$ cat src/rtl/definitions.sv
// definitions: shared ALU opcode encodings for the datapath.
// Provides the 3-bit Function codes consumed by the combinational ALU and by
// any initiator that drives it (e.g. alu_mul_sequencer).
package definitions;
  localparam logic [2:0] kADD = 3'd0;
  localparam logic [2:0] kAND = 3'd1;
  localparam logic [2:0] kSLL = 3'd2;
  localparam logic [2:0] kSRL = 3'd3;
  localparam logic [2:0] kEQ  = 3'd4;
endpackage

$ cat src/rtl/alu_mul_sequencer.sv
// alu_mul_sequencer: multi-cycle 8x8 shift-and-add multiplier (low byte of
// A*B) that performs all arithmetic by issuing operations to the shared
// combinational ALU and capturing its result at each clock edge.
//
// Optional feature macro: ALU_SEQ_EARLY_EXIT_EN
//   defined   - stop iterating as soon as the remaining multiplier is zero.
//   undefined - always run exactly 8 iterations (data-independent latency
//               except for the ADD cycles), tracked by a 4-bit counter.
//
// Ports:
//   CLK            in   clock, rising edge
//   Reset_n        in   asynchronous active-low reset
//   Start          in   request a multiply (sampled only when idle)
//   OperandA[7:0]  in   multiplicand, latched on accepted Start
//   OperandB[7:0]  in   multiplier, latched on accepted Start
//   Busy           out  high whenever not idle
//   Done           out  one-cycle pulse in the final state
//   Product[7:0]   out  low byte of A*B, held until the next result
//   AluA[7:0]      out  ALU InputA
//   AluB[7:0]      out  ALU InputB
//   AluFunction[2:0] out ALU Function
//   AluOut[7:0]    in   ALU Out
//   AluTakeBranch  in   ALU takeBranch (Out[0])
module alu_mul_sequencer
  import definitions::*;
(
  input  logic       CLK,
  input  logic       Reset_n,
  input  logic       Start,
  input  logic [7:0] OperandA,
  input  logic [7:0] OperandB,
  output logic       Busy,
  output logic       Done,
  output logic [7:0] Product,
  output logic [7:0] AluA,
  output logic [7:0] AluB,
  output logic [2:0] AluFunction,
  input  logic [7:0] AluOut,
  input  logic       AluTakeBranch
);

  localparam logic [2:0] S_IDLE = 3'd0;
  localparam logic [2:0] S_ZCHK = 3'd1;
  localparam logic [2:0] S_TEST = 3'd2;
  localparam logic [2:0] S_ADD  = 3'd3;
  localparam logic [2:0] S_SHL  = 3'd4;
  localparam logic [2:0] S_SHR  = 3'd5;
  localparam logic [2:0] S_DONE = 3'd6;

  logic [2:0] state;
  logic [7:0] m;      // multiplicand, shifted left each iteration
  logic [7:0] q;      // multiplier, shifted right each iteration
  logic [7:0] p;      // partial-product accumulator
`ifndef ALU_SEQ_EARLY_EXIT_EN
  logic [3:0] iter;
`endif

  assign Busy = (state != S_IDLE);
  assign Done = (state == S_DONE);

  // ALU drive is purely a function of the current state and the datapath
  // registers; the result comes back combinationally in the same cycle.
  always_comb begin
    AluFunction = kADD;
    AluA        = 8'h00;
    AluB        = 8'h00;
    case (state)
      S_ZCHK: begin AluFunction = kEQ;  AluA = q; AluB = 8'h00; end
      S_TEST: begin AluFunction = kAND; AluA = q; AluB = 8'h01; end
      S_ADD:  begin AluFunction = kADD; AluA = p; AluB = m;     end
      S_SHL:  begin AluFunction = kSLL; AluA = m; AluB = 8'h01; end
      S_SHR:  begin AluFunction = kSRL; AluA = q; AluB = 8'h00; end
      default: ;
    endcase
  end

  always_ff @(posedge CLK or negedge Reset_n) begin
    if (!Reset_n) begin
      state   <= S_IDLE;
      m       <= 8'h00;
      q       <= 8'h00;
      p       <= 8'h00;
      Product <= 8'h00;
`ifndef ALU_SEQ_EARLY_EXIT_EN
      iter    <= 4'd0;
`endif
    end else begin
      case (state)
        S_IDLE: begin
          if (Start) begin
            m     <= OperandA;
            q     <= OperandB;
            p     <= 8'h00;
`ifndef ALU_SEQ_EARLY_EXIT_EN
            iter  <= 4'd0;
`endif
            state <= S_ZCHK;
          end
        end
        S_ZCHK: begin
`ifdef ALU_SEQ_EARLY_EXIT_EN
          // ALU compare (q == 0) ends the loop once no multiplier bits remain.
          state <= AluTakeBranch ? S_DONE : S_TEST;
`else
          // Fixed 8 iterations; the ALU compare result is deliberately unused.
          state <= (iter == 4'd8) ? S_DONE : S_TEST;
`endif
        end
        S_TEST: state <= AluTakeBranch ? S_ADD : S_SHL;
        S_ADD: begin
          p     <= AluOut;
          state <= S_SHL;
        end
        S_SHL: begin
          m     <= AluOut;
          state <= S_SHR;
        end
        S_SHR: begin
          q     <= AluOut;
`ifndef ALU_SEQ_EARLY_EXIT_EN
          iter  <= iter + 4'd1;
`endif
          state <= S_ZCHK;
        end
        S_DONE: begin
          Product <= p;
          state   <= S_IDLE;
        end
        default: state <= S_IDLE;
      endcase
    end
  end

endmodule

$ cat config.mk
export PLATFORM = sky130hd
export DESIGN_NAME = alu_mul_sequencer
export DESIGN_NICKNAME = d
export VERILOG_FILES = /design/src/rtl/definitions.sv /design/src/rtl/alu_mul_sequencer.sv
export SDC_FILE = /design/constraint.sdc
export NUM_CORES = 1
export LEC_CHECK = 0
export ABC_AREA = 0
export BUFFER_PORTS_ARGS = -buffer_cell sky130_fd_sc_hd__clkbuf_2
export CORE_UTILIZATION = 56
export CTS_CLUSTER_DIAMETER = 60
export DETAILED_ROUTE_END_ITERATION = 16
export PLACE_DENSITY = 0.85
export SLEW_MARGIN = 20
export SYNTH_ARGS = -nofsm -noshare
export SYNTH_HDL_FRONTEND = slang
export SYNTH_SLANG_ARGS = --single-unit
$ cat constraint.sdc
create_clock -name CLK -period 3 [get_ports CLK]
set_clock_uncertainty 0.1 [all_clocks]
set_input_delay 0.3 -clock CLK [delete_from_list [all_inputs] [get_ports CLK]]
set_output_delay 0.3 -clock CLK [all_outputs]
set_load 0.05 [all_outputs]
[Word level (Yosys, flattened, before mapping)]
Index checks and enable logic that the tools add are counted.
Storage, ports and cells
  bits in registers: 39
  latch bits: 0
  bits in writable memories: 0
  bits in read-only memories: 0
  input port bits: 28
  word-level logic and storage cells: 40
  memories: 0
Cells by class
  add/sub/neg operators: 1
  multipliers: 0
  divide/modulo/power cells: 0
  magnitude comparators: 0
  equal/unequal tests: 8
  shifts and indexed selects: 0
  mux-type cells: 15
  bitwise operators: 0
  reduce and logical (&&, ||, !) cells: 10
Operators by type and width (count)
  $pmux W8 S2: 4
  $mux W8: 3
  $pmux W8 S3: 1
  $pmux W3 S6: 1
  $pmux W3 S4: 1
  $eq A3 B3 Y1 const B: 3
  $mux W3: 3
  $pmux W4 S2: 1
  $eq A3 B2 Y1 const B: 2
  $reduce_and A2 Y1: 3
  $reduce_bool A2 Y1: 3
  $add A4 B1 Y4 const B: 1
  $eq A4 B4 Y1 const B: 1
  $mux W4: 1
  $eq A3 B1 Y1 const B: 1
  $logic_not A3 Y1: 1
  $reduce_bool A3 Y1: 1
  $reduce_or A3 Y1: 1
  $ne A2 B2 Y1 const B: 1
  $reduce_or A2 Y1: 1

[Depth between registers and ports, before layout]
Gate-level depths: netlist of run 1.
  depth after elaboration: 3
  depth in mapped cells: 5

[Least setup slack after synthesis of run 1]
Ideal clock, no wire load.
  path type: register to output
  from: register state[1]
  to: output port AluB[0]
  data arrival time: 2.066 ns
  data required time: 2.600 ns
  path slack: 0.534 ns
  stages on the path, launching flop included: 4
  path through: dfrtp_1 clkbuf_1 nand2_1 o21ai_0
Between the ends
  word-level cells in the longest chain between the ends: 3
  elaborated cells between the ends (all ways): 5
  those cells by class: eq/ne (3); mux (1); reduce/logical (1)
Ends and longest elaborated chain
  start, declared: RTL line alu_mul_sequencer.sv:50  | logic [2:0] state;
  start signal, assigned: RTL line alu_mul_sequencer.sv:106  | state <= (iter == 4'd8) ? S_DONE : S_TEST;
  start signal, assigned: RTL line alu_mul_sequencer.sv:109  | S_TEST: state <= AluTakeBranch ? S_ADD : S_SHL;
  $eq A3 B3 Y1 / $eq A3 B2 Y1 (equally long branches): RTL line alu_mul_sequencer.sv:67  | case (state)
  $reduce_or A2 Y1 (no line)
  $pmux W8 S2 *: RTL line alu_mul_sequencer.sv:67
  end, declared: RTL line alu_mul_sequencer.sv:36  | output logic [7:0] AluB,
Every way passes the cells marked *; elsewhere a longest branch is shown, timed or not.

[Final worst setup path of run 1]
  from: register state[0]
  to: output port AluA[3]
Between the ends
  word-level cells in the longest chain between the ends: 3
  elaborated cells between the ends (all ways): 7
  those cells by class: eq/ne (5); mux (1); reduce/logical (1)
Ends and longest elaborated chain
  $eq A3 B3 Y1, or another cell as far along: RTL line alu_mul_sequencer.sv:67
  $reduce_or A3 Y1 (no line)
  $pmux W8 S3 *: RTL line alu_mul_sequencer.sv:67
  end, declared: RTL line alu_mul_sequencer.sv:35  | output logic [7:0] AluA,
Marks and branches as above.

==> results.py, run 1 <==
metrics = {
    "run_status": {
        "status": "finished clean",
    },
    "logic_synthesis": {
        "synth_compound_area_share_pct": 15.4,
        "netlist.area_leader.share_pct": 47.2,
        "yosysTopAreaCell": "dfrtp_1",
        "synth_top_family_by_area": "multiplexers",
        "synth_edf_count": 0,
        "synth_common_cells": "dfrtp_1 (39), mux2i_1 (25), nor2_1 (11)",
        "synth_nets": 220,
        "ys_seq_area_share_pct": 47.2,
        "ys.flop_type": "dfrtp_1",
        "yosysWarnings": 0,
        "synth_area_leaders": "dfrtp_1 (47%), mux2i_1 (12%), mux2_2 (5.4%)",
        "synth-seq-cells": 39,
        "synth_cell_types": 34,
        "yosys.area_share.xor_xnor_pct": 0.423,
        "avgSynthCellArea_um2": 10.9,
        "synthArstFlopShare_pct": 100,
        "muxShareOfSynthArea_pct": 17.5,
        "synth_fa_ha_area_share_pct": 1.21,
        "synthCells": 190,
        "yosys.area_share.simple_pct": 12.3,
        "syn_area_mm2": 0.00207,
        "synth_most_common_cell": "dfrtp_1",
    },
    "route": {
        "wl_per_cell_um": 15.9,
        "drt-total-wl_um": 4610,
        "drt-initial-drc-count": 114,
        "ant_nets": 0,
        "first_pass_iters": 4,
        "post_drt_via_cell_ratio": 5.63,
        "num_vias": 1632,
        "remaining_drc_errors": 0,
    },
    "clocking": {
        "clock_sinks": 39,
        "ctsRootBufferMaster": "clkbuf_8",
        "clock_latency_ns": 0.29,
        "clkTransAtPathRegs_ns": 0.07,
        "clock_path_buffers": 2,
        "cts_setup_buffers": 0,
        "cts_buffers": 5,
        "postCtsHoldBufs": 0,
        "cts_tree": "built",
        "cts_max_level": 2,
        "cts_resized": 0,
    },
    "power_and_ir_drop": {
        "leakagePower_nw": 1.19,
        "p_int_mw": 1.48,
        "netSwitchingFraction_pct": 51.8,
        "combPwrFrac_pct": 56.6,
        "seqPwrFrac_pct": 32.2,
        "irDropWorstVdd_uv": 557,
        "pwr-share-clk_pct": 11.2,
        "p_sw_mw": 1.59,
        "p_per_area_mw_per_mm2": 1260,
    },
    "global_routing": {
        "grt_usage_pct": 25.0,
        "grt-ovfl-total": 0,
        "grt_pass1_vias": 1540,
        "antenna_found_initial": 0,
        "grt_max_degree": 40,
        "grt_pass1_wl_um": 7480,
    },
    "timing": {
        "rsz0062_at_grt": "false",
        "hold_violations": 0,
        "slew_violations": 0,
        "whs_ns": 0.0484,
        "setup_violations": 0,
        "period_minus_slack_ns": 2.45,
        "fin_crit_sh_pct": 81.7,
        "worst_pin_slew_ns": 0.974,
        "maxSlewHeadroom_pct": 35.1,
        "fmax_mhz": 408,
        "tns_ns": 0,
    },
    "layout": {
        "fin_nets": 273,
        "fillers": 269,
        "multi_input_area_um2": 978,
        "seq_area_um2": 976,
        "insertedDiodeCount": 0,
        "drive_gt1_share_pct": 33.6,
        "syn_to_final_growth_pct": 17.4,
    },
    "place": {
        "routabilityCongestion": 0.814,
        "hpwl_um": 3140,
        "io_buffers": 56,
    },
    "floorplan": {
        "rows": 21,
        "io_pins": 57,
        "core_mm2": 0.00344,
        "die_y_um": 62.8,
        "start_util_pct": 60.1,
        "fp.dieArea_mm2": 0.00394,
        "die_x_um": 62.8,
    },
    "job": {
        "max-cap-violations": 0,
    },
    "critical_path": {
        "cp-end-kind": "primary output",
        "cp.arrival_ns": 2.05,
        "worstSetupPathType": "flop to primary output",
        "required_ns": 2.60,
        "critPathMaxFanout": 18,
        "r2r_setup_slack_ns": 0.77,
        "start_kind": "flop",
    },
    "min_path": {
        "hold_path.class": "primary input to async pin",
    },
}
==> kinds of logic after synthesis <==
family / count (synthesis)
XOR/XNOR: 1
AO/OA/AOI/OAI: 49
adder cells (fa/ha/maj): 2
AND/OR/NAND/NOR: 45
flip-flops: 39
multiplexers: 35
buffers and inverters: 19
==> routing by layer <==
| metal | share of wire, % | GRT usage (%) |
|---|---|---|
| met1 | 46 | 33.7 |
| met2 | 48 | 39.5 |
| met3 | 5.4 | 6.93 |
| met4 | 1.1 | 6.69 |
| met5 | 0 | 0 |
==> per-stage QoR <==
stage | worst slack (ns) | cell area (um^2) | total power [mW] | std cells | util [%]
final | 0.550 | 2430 | 3.07 | 290 | 70.6
after floorplan | 0.534 | 2070 | 2.37 | 190 | -
after global routing | 0.429 | 2430 | 3.24 | 290 | 70.6
after CTS | 0.564 | 2430 | 3.07 | 290 | 70.6
after detailed placement | 0.788 | 2340 | 2.72 | 282 | 68.1
after global placement | 0.885 | 2340 | 2.68 | 282 | 68.1
==> cell type report <==
class,count,share of cell area [%]
clock inverters,3,0.618
repair buffers,61,13.1
well taps,46,2.37
clock buffers,5,2.83
inverters,4,0.618
multi-input cells,132,40.3
flip-flops and latches,39,40.2
==> state kept, by name, indices dropped and copies added (netlist names) <==
signal	cells
iter	4
Product	8
q	8
m	8
state	3
p	8
==> path summary, 6_finish.rpt <==
kind                                      startpoint                   end  cells past startpoint
worst max-delay path            state[0]$_DFFE_PN0P_               AluA[3]                      6
worst min-delay path                         Reset_n  state[1]$_DFFE_PN0P_                      1
worst max register to register  state[0]$_DFFE_PN0P_   iter[0]$_DFFE_PN0P_                      4
worst min register to register   iter[2]$_DFFE_PN0P_   iter[2]$_DFFE_PN0P_                      1
max in group asynchronous                    Reset_n   iter[2]$_DFFE_PN0P_                      1
min in group CLK                           AluOut[5]      q[5]$_DFFE_PN0P_                      3
==> power groups by stage <==
stage,Sequential (mW),Combinational [mW],Clock (mW)
floorplan,1.05,1.31,0
global placement,0.978,1.71,0
detailed placement,0.988,1.73,0
CTS,0.981,1.74,0.344
global route,1.01,1.85,0.373
finish,0.989,1.74,0.344
==> critical path: stages, from the launching register on <==
cell and delay (ns):
dfrtp_1 0.53, buf_4 0.28, nor2b_1 0.14, buf_4 0.20, a22oi_1 0.08, o22ai_1 0.20
clkbuf_2 0.31
==> cell usage in the layout (no fill, tap or decap), drive strengths merged, types with 2 or more instances in the layout <==
cell and count:
mux2i 25, mux2 10, clkbuf 61, nor2b 4, nand3b 2, buf 5, a22o 10, ha 2
a22oi 8, nor2 12, and2 7, o21ai 11, a21oi 9, nand2 11, dfrtp 39, clkinv 3
nand2b 2, and3b 2, inv 4, o22ai 9
Note: power is estimated with default switching activity, not from simulation.
==> run 2: changes to the inputs <==
Settings changed: CORE_UTILIZATION 56 to 52, PLACE_DENSITY 0.85 to 0.79.
Clock period 3 ns to 2.4 ns, I/O delays scaled along.
==> run 2 against run 1 <==
Clock power up 24%. Largest cell class unchanged. Core utilization decreased by 1.7 points. Power is 34% higher. Worst setup slack got worse by 0.37 ns. Register-to-register slack got worse by 0.28 ns. Sequential power rose by 23%.
==> results.py, run 2 (synthesis gave the netlist of run 1 again) <==
metrics = {
    "critical_path": {
        "worst_path_max_delay_cell": "dfrtp_1",
        "critPathTopFamily": "buffers and inverters",
        "cpMostUsedCell": "buf_4",
        "cp.arrival_ns": 1.88,
        "critPathMaxFanout": 12,
        "startpoint": "state[0]$_DFFE_PN0P_",
        "required_ns": 2.06,
        "reg2reg_from": "state[0]$_DFFE_PN0P_",
        "cpPeakStageDelay_ns": 0.53,
        "worstSetupPathType": "flop to primary output",
        "worstPathCellList": "buf_4, buf_4, a22oi_1, o22ai_1, clkbuf_2",
        "crit_buf_inv": 3,
        "start_kind": "flop",
        "cp-end-kind": "primary output",
    },
    "floorplan": {
        "core_mm2": 0.00374,
        "start_util_pct": 55.2,
        "die_y_um": 65.1,
        "rows": 22,
        "io_pins": 57,
        "die_x_um": 65.1,
        "fp.dieArea_mm2": 0.00423,
    },
    "global_routing": {
        "use_met1_pct": 35.6,
        "grt-ovfl-total": 0,
        "grt_pass1_vias": 1543,
        "grt_pass1_wl_um": 7540,
        "grt_most_used_layer": "met1",
        "grt_max_degree": 40,
        "grt_use_met3_pct": 5.46,
        "met2_usage_pct": 34.0,
        "grt_usage_pct": 23.7,
        "antenna_found_initial": 0,
    },
    "timing": {
        "maxSlewHeadroom_pct": 67.3,
        "rsz0062_at_grt": "false",
        "slew_violations": 0,
        "fmax_mhz": 450,
        "tns_ns": 0,
        "setup_violations": 0,
        "worst_pin_slew_ns": 0.491,
        "hold_violations": 0,
        "period_minus_slack_ns": 2.22,
        "fin_crit_sh_pct": 92.6,
    },
    "clocking": {
        "ctsRootBufferMaster": "clkbuf_8",
        "clock_sinks": 39,
        "cts_max_level": 2,
        "clkTransAtPathRegs_ns": 0.08,
        "cts_buffers": 5,
        "cts_tree": "built",
        "cts_setup_buffers": 0,
        "clock_latency_ns": 0.28,
        "clock_path_buffers": 2,
    },
    "place": {
        "io_buffers": 56,
        "place_area_mm2": 0.00248,
        "hpwl_um": 3360,
        "routabilityCongestion": 0.799,
    },
    "min_path": {
        "min_from": "AluOut[5]",
        "hold_path.class": "primary input to flop",
    },
    "layout": {
        "fillers": 303,
        "final_area_mm2": 0.00258,
        "seq_area_um2": 976,
        "post-route-util_pct": 68.9,
        "insertedDiodeCount": 0,
        "fin_nets": 280,
        "layout_common_cells": "clkbuf_2 (50), dfrtp_1 (39), mux2i_1 (25), nor2_1 (11), buf_4 (11)",
        "multi_input_area_um2": 980,
        "drive_gt1_share_pct": 35.1,
        "syn_to_final_growth_pct": 24.7,
        "mostFrequentLayoutCell": "clkbuf_2",
    },
    "route": {
        "num_vias": 1673,
        "post_drt_via_cell_ratio": 5.60,
        "drt-total-wl_um": 4750,
        "wl_per_cell_um": 15.9,
        "remaining_drc_errors": 0,
        "first_pass_iters": 4,
        "ant_nets": 0,
        "drt-initial-drc-count": 151,
    },
    "job": {
        "max-cap-violations": 0,
    },
    "run_status": {
        "status": "finished clean",
    },
    "power_and_ir_drop": {
        "irDropWorstVdd_uv": 1020,
        "leakagePower_nw": 1.25,
        "p_per_area_mw_per_mm2": 1590,
    },
}
## run 2: per-layer routing
layer | vias up | routed length [um]
met2 | 72 | 2180
met3 | 4 | 321
met5 | - | 0
met4 | 0 | 25
met1 | 787 | 2220
li1 | 810 | -
## run 2: stage by stage
stage	cells	total power, mW	setup slack [ns]	hold slack, ns
floorplan	190	2.96	0.188	-0.156
global placement	290	3.63	0.499	0.227
detailed placement	290	3.67	0.463	0.225
CTS	299	4.11	0.131	0.100
global route	299	4.32	0.0903	0.0981
finish	299	4.11	0.177	0.0992
## run 2: cell type report
type | count | share of cell area, %
flip-flops and latches | 39 | 37.8
multi-input cells | 132 | 38.0
clock inverters | 2 | 0.485
repair buffers | 68 | 18.0
clock buffers | 6 | 2.81
well taps | 48 | 2.33
inverters | 4 | 0.582
## run 2: path summary, 6_finish.rpt
path,to,slack [ns],cells after the start
max,AluA[2],0.18,5
min,q[5]$_DFFE_PN0P_,0.1,3
max reg2reg,p[0]$_DFFE_PN0P_,0.49,5
min reg2reg,Product[1]$_DFFE_PN0P_,0.42,1
max in group asynchronous,p[1]$_DFFE_PN0P_,1.42,3
min in group asynchronous,state[2]$_DFFE_PN0P_,0.44,3
## run 2: power by group
group / internal, mW / switching (mW) / total (mW)
Clock: 0.203 / 0.223 / 0.426
Combinational: 0.914 / 1.54 / 2.46
Sequential: 0.948 / 0.274 / 1.22
## run 2: tightest hold or removal path, delay by kind of cell
| kind | cells | cell delay, ns |
|---|---|---|
| AOI/OAI and AO/OA | 1 | 0.06 |
| buffers and inverters | 1 | 0.10 |
| and+or+nand+nor | 1 | 0.04 |
## run 2: what timing repair did
action,CTS,global route
hold buffers,1,0
endpoints found under the setup margin,0,1
endpoints found under the hold margin,39,0
resized for setup,0,1
==> run 3: changes to the inputs <==
Settings changed: CORE_UTILIZATION 52 to 56, PLACE_DENSITY 0.79 to 0.85.
Clock period 2.4 ns to 2.8 ns, I/O delays scaled along.
==> run 3 against run 2 <==
First-iteration DRC count fell by 36%. Highest routed layer unchanged. Final area decreased by 4.8%. Sequential cell count unchanged. Non-clock buffer count decreased by 4. Critical path type unchanged. Via count rose by 0.36%. Final cell count shrank 2.3%.
==> results.py, run 3 (synthesis gave the netlist of run 1 again) <==
metrics = {
    "run_status": {
        "status": "finished clean",
    },
    "place": {
        "hpwl_um": 3370,
        "io_buffers": 56,
        "post-place-ws_ns": 0.835,
        "place_area_mm2": 0.00237,
        "routabilityCongestion": 0.816,
    },
    "global_routing": {
        "grt-ovfl-total": 0,
        "antenna_found_initial": 0,
        "grt_pass1_vias": 1626,
        "grt_max_degree": 40,
        "grt_usage_pct": 26.6,
        "grt_pass1_wl_um": 7830,
    },
    "route": {
        "ant_nets": 0,
        "remaining_drc_errors": 0,
        "first_pass_iters": 4,
        "post_drt_via_cell_ratio": 5.75,
        "num_vias": 1679,
        "drt-initial-drc-count": 96,
        "wl_per_cell_um": 15.9,
        "drt-total-wl_um": 4650,
    },
    "critical_path": {
        "cp-end-kind": "primary output",
        "r2r-end": "iter[0]$_DFFE_PN0P_",
        "worstSetupPathType": "flop to primary output",
        "required_ns": 2.42,
        "cp.arrival_ns": 1.91,
        "critPathMaxFanout": 13,
        "rr_worst_depth": 4,
        "start_kind": "flop",
        "reg2reg_from": "state[0]$_DFFE_PN0P_",
        "r2r_setup_slack_ns": 0.91,
    },
    "timing": {
        "tns_ns": 0,
        "hold_violations": 0,
        "worst_pin_slew_ns": 0.943,
        "fmax_mhz": 437,
        "fin_crit_sh_pct": 81.7,
        "rsz0062_at_grt": "false",
        "setup_violations": 0,
        "maxSlewHeadroom_pct": 37.1,
        "setup_slack_ns": 0.512,
        "period_minus_slack_ns": 2.29,
        "slew_violations": 0,
    },
    "clocking": {
        "clkTransAtPathRegs_ns": 0.07,
        "postCtsHoldBufs": 0,
        "cts_resized": 0,
        "ctsRootBufferMaster": "clkbuf_8",
        "clock_path_buffers": 2,
        "cts_max_level": 2,
        "cts_setup_buffers": 0,
        "cts_buffers": 5,
        "clock_sinks": 39,
        "cts_tree": "built",
        "clock_latency_ns": 0.30,
    },
    "layout": {
        "insertedDiodeCount": 0,
        "multi_input_area_um2": 978,
        "fillers": 251,
        "layout_common_cells": "clkbuf_2 (56), dfrtp_1 (39), mux2i_1 (25), nor2_1 (11)",
        "final_area_mm2": 0.00245,
        "mostFrequentLayoutCell": "clkbuf_2",
        "fin_nets": 276,
        "syn_to_final_growth_pct": 18.7,
        "seq_area_um2": 976,
        "drive_gt1_share_pct": 34.1,
    },
    "floorplan": {
        "core_mm2": 0.00344,
        "die_x_um": 62.8,
        "io_pins": 57,
        "rows": 21,
        "fp.dieArea_mm2": 0.00394,
        "die_y_um": 62.8,
        "start_util_pct": 60.1,
    },
    "power_and_ir_drop": {
        "irDropWorstVdd_uv": 635,
        "p_per_area_mw_per_mm2": 1350,
        "leakagePower_nw": 1.21,
    },
    "min_path": {
        "hold_path.class": "primary input to async pin",
    },
    "job": {
        "max-cap-violations": 0,
    },
}
## run 3: worst max path at each step
stage	end	cells after the start	slack, ns	from
after global placement	AluB[0]	4	0.87	state[0]$_DFFE_PN0P_
after detailed placement	AluB[0]	4	0.84	state[0]$_DFFE_PN0P_
after CTS	AluB[0]	4	0.51	state[0]$_DFFE_PN0P_
after floorplan	AluB[0]	3	0.35	state[1]$_DFFE_PN0P_
final	AluB[0]	4	0.51	state[0]$_DFFE_PN0P_
after global routing	AluA[4]	3	0.45	state[1]$_DFFE_PN0P_
## run 3: final cells by class
class	count	area share [%]
flip-flops and latches	39	39.8
inverters	4	0.612
clock inverters	1	0.204
clock buffers	6	3.36
well taps	46	2.34
repair buffers	64	13.9
multi-input cells	132	39.9
## run 3: routing by layer
layer  routed length (um)  global-route usage (%)
met3                  257                    5.66
met5                    0                       0
met4                  116                    11.9
met1                 1980                    34.0
met2                 2290                    43.5
## run 3: per-stage QoR
stage	util, %	std cells	power [mW]	hold slack [ns]
6_report	71.3	292	3.32	0.0104
5_1_grt	71.3	292	3.53	0.0956
4_1_cts	71.3	292	3.33	0.0456
3_5_place_dp	68.8	285	2.95	0.368
3_3_place_gp	68.8	285	2.89	0.363
2_1_floorplan	-	190	2.54	-0.116
## run 3: critical path, cell delays in order, from the launching register on
cell	delay, ns
dfrtp_1	0.57
buf_4	0.27
or3b_1	0.39
o21ai_0	0.08
clkbuf_2	0.30
## run 3: report_power, final
part	internal (mW)	switching (mW)	total (mW)
registers	0.813	0.253	1.07
logic	0.624	1.25	1.87
clock network	0.193	0.193	0.386
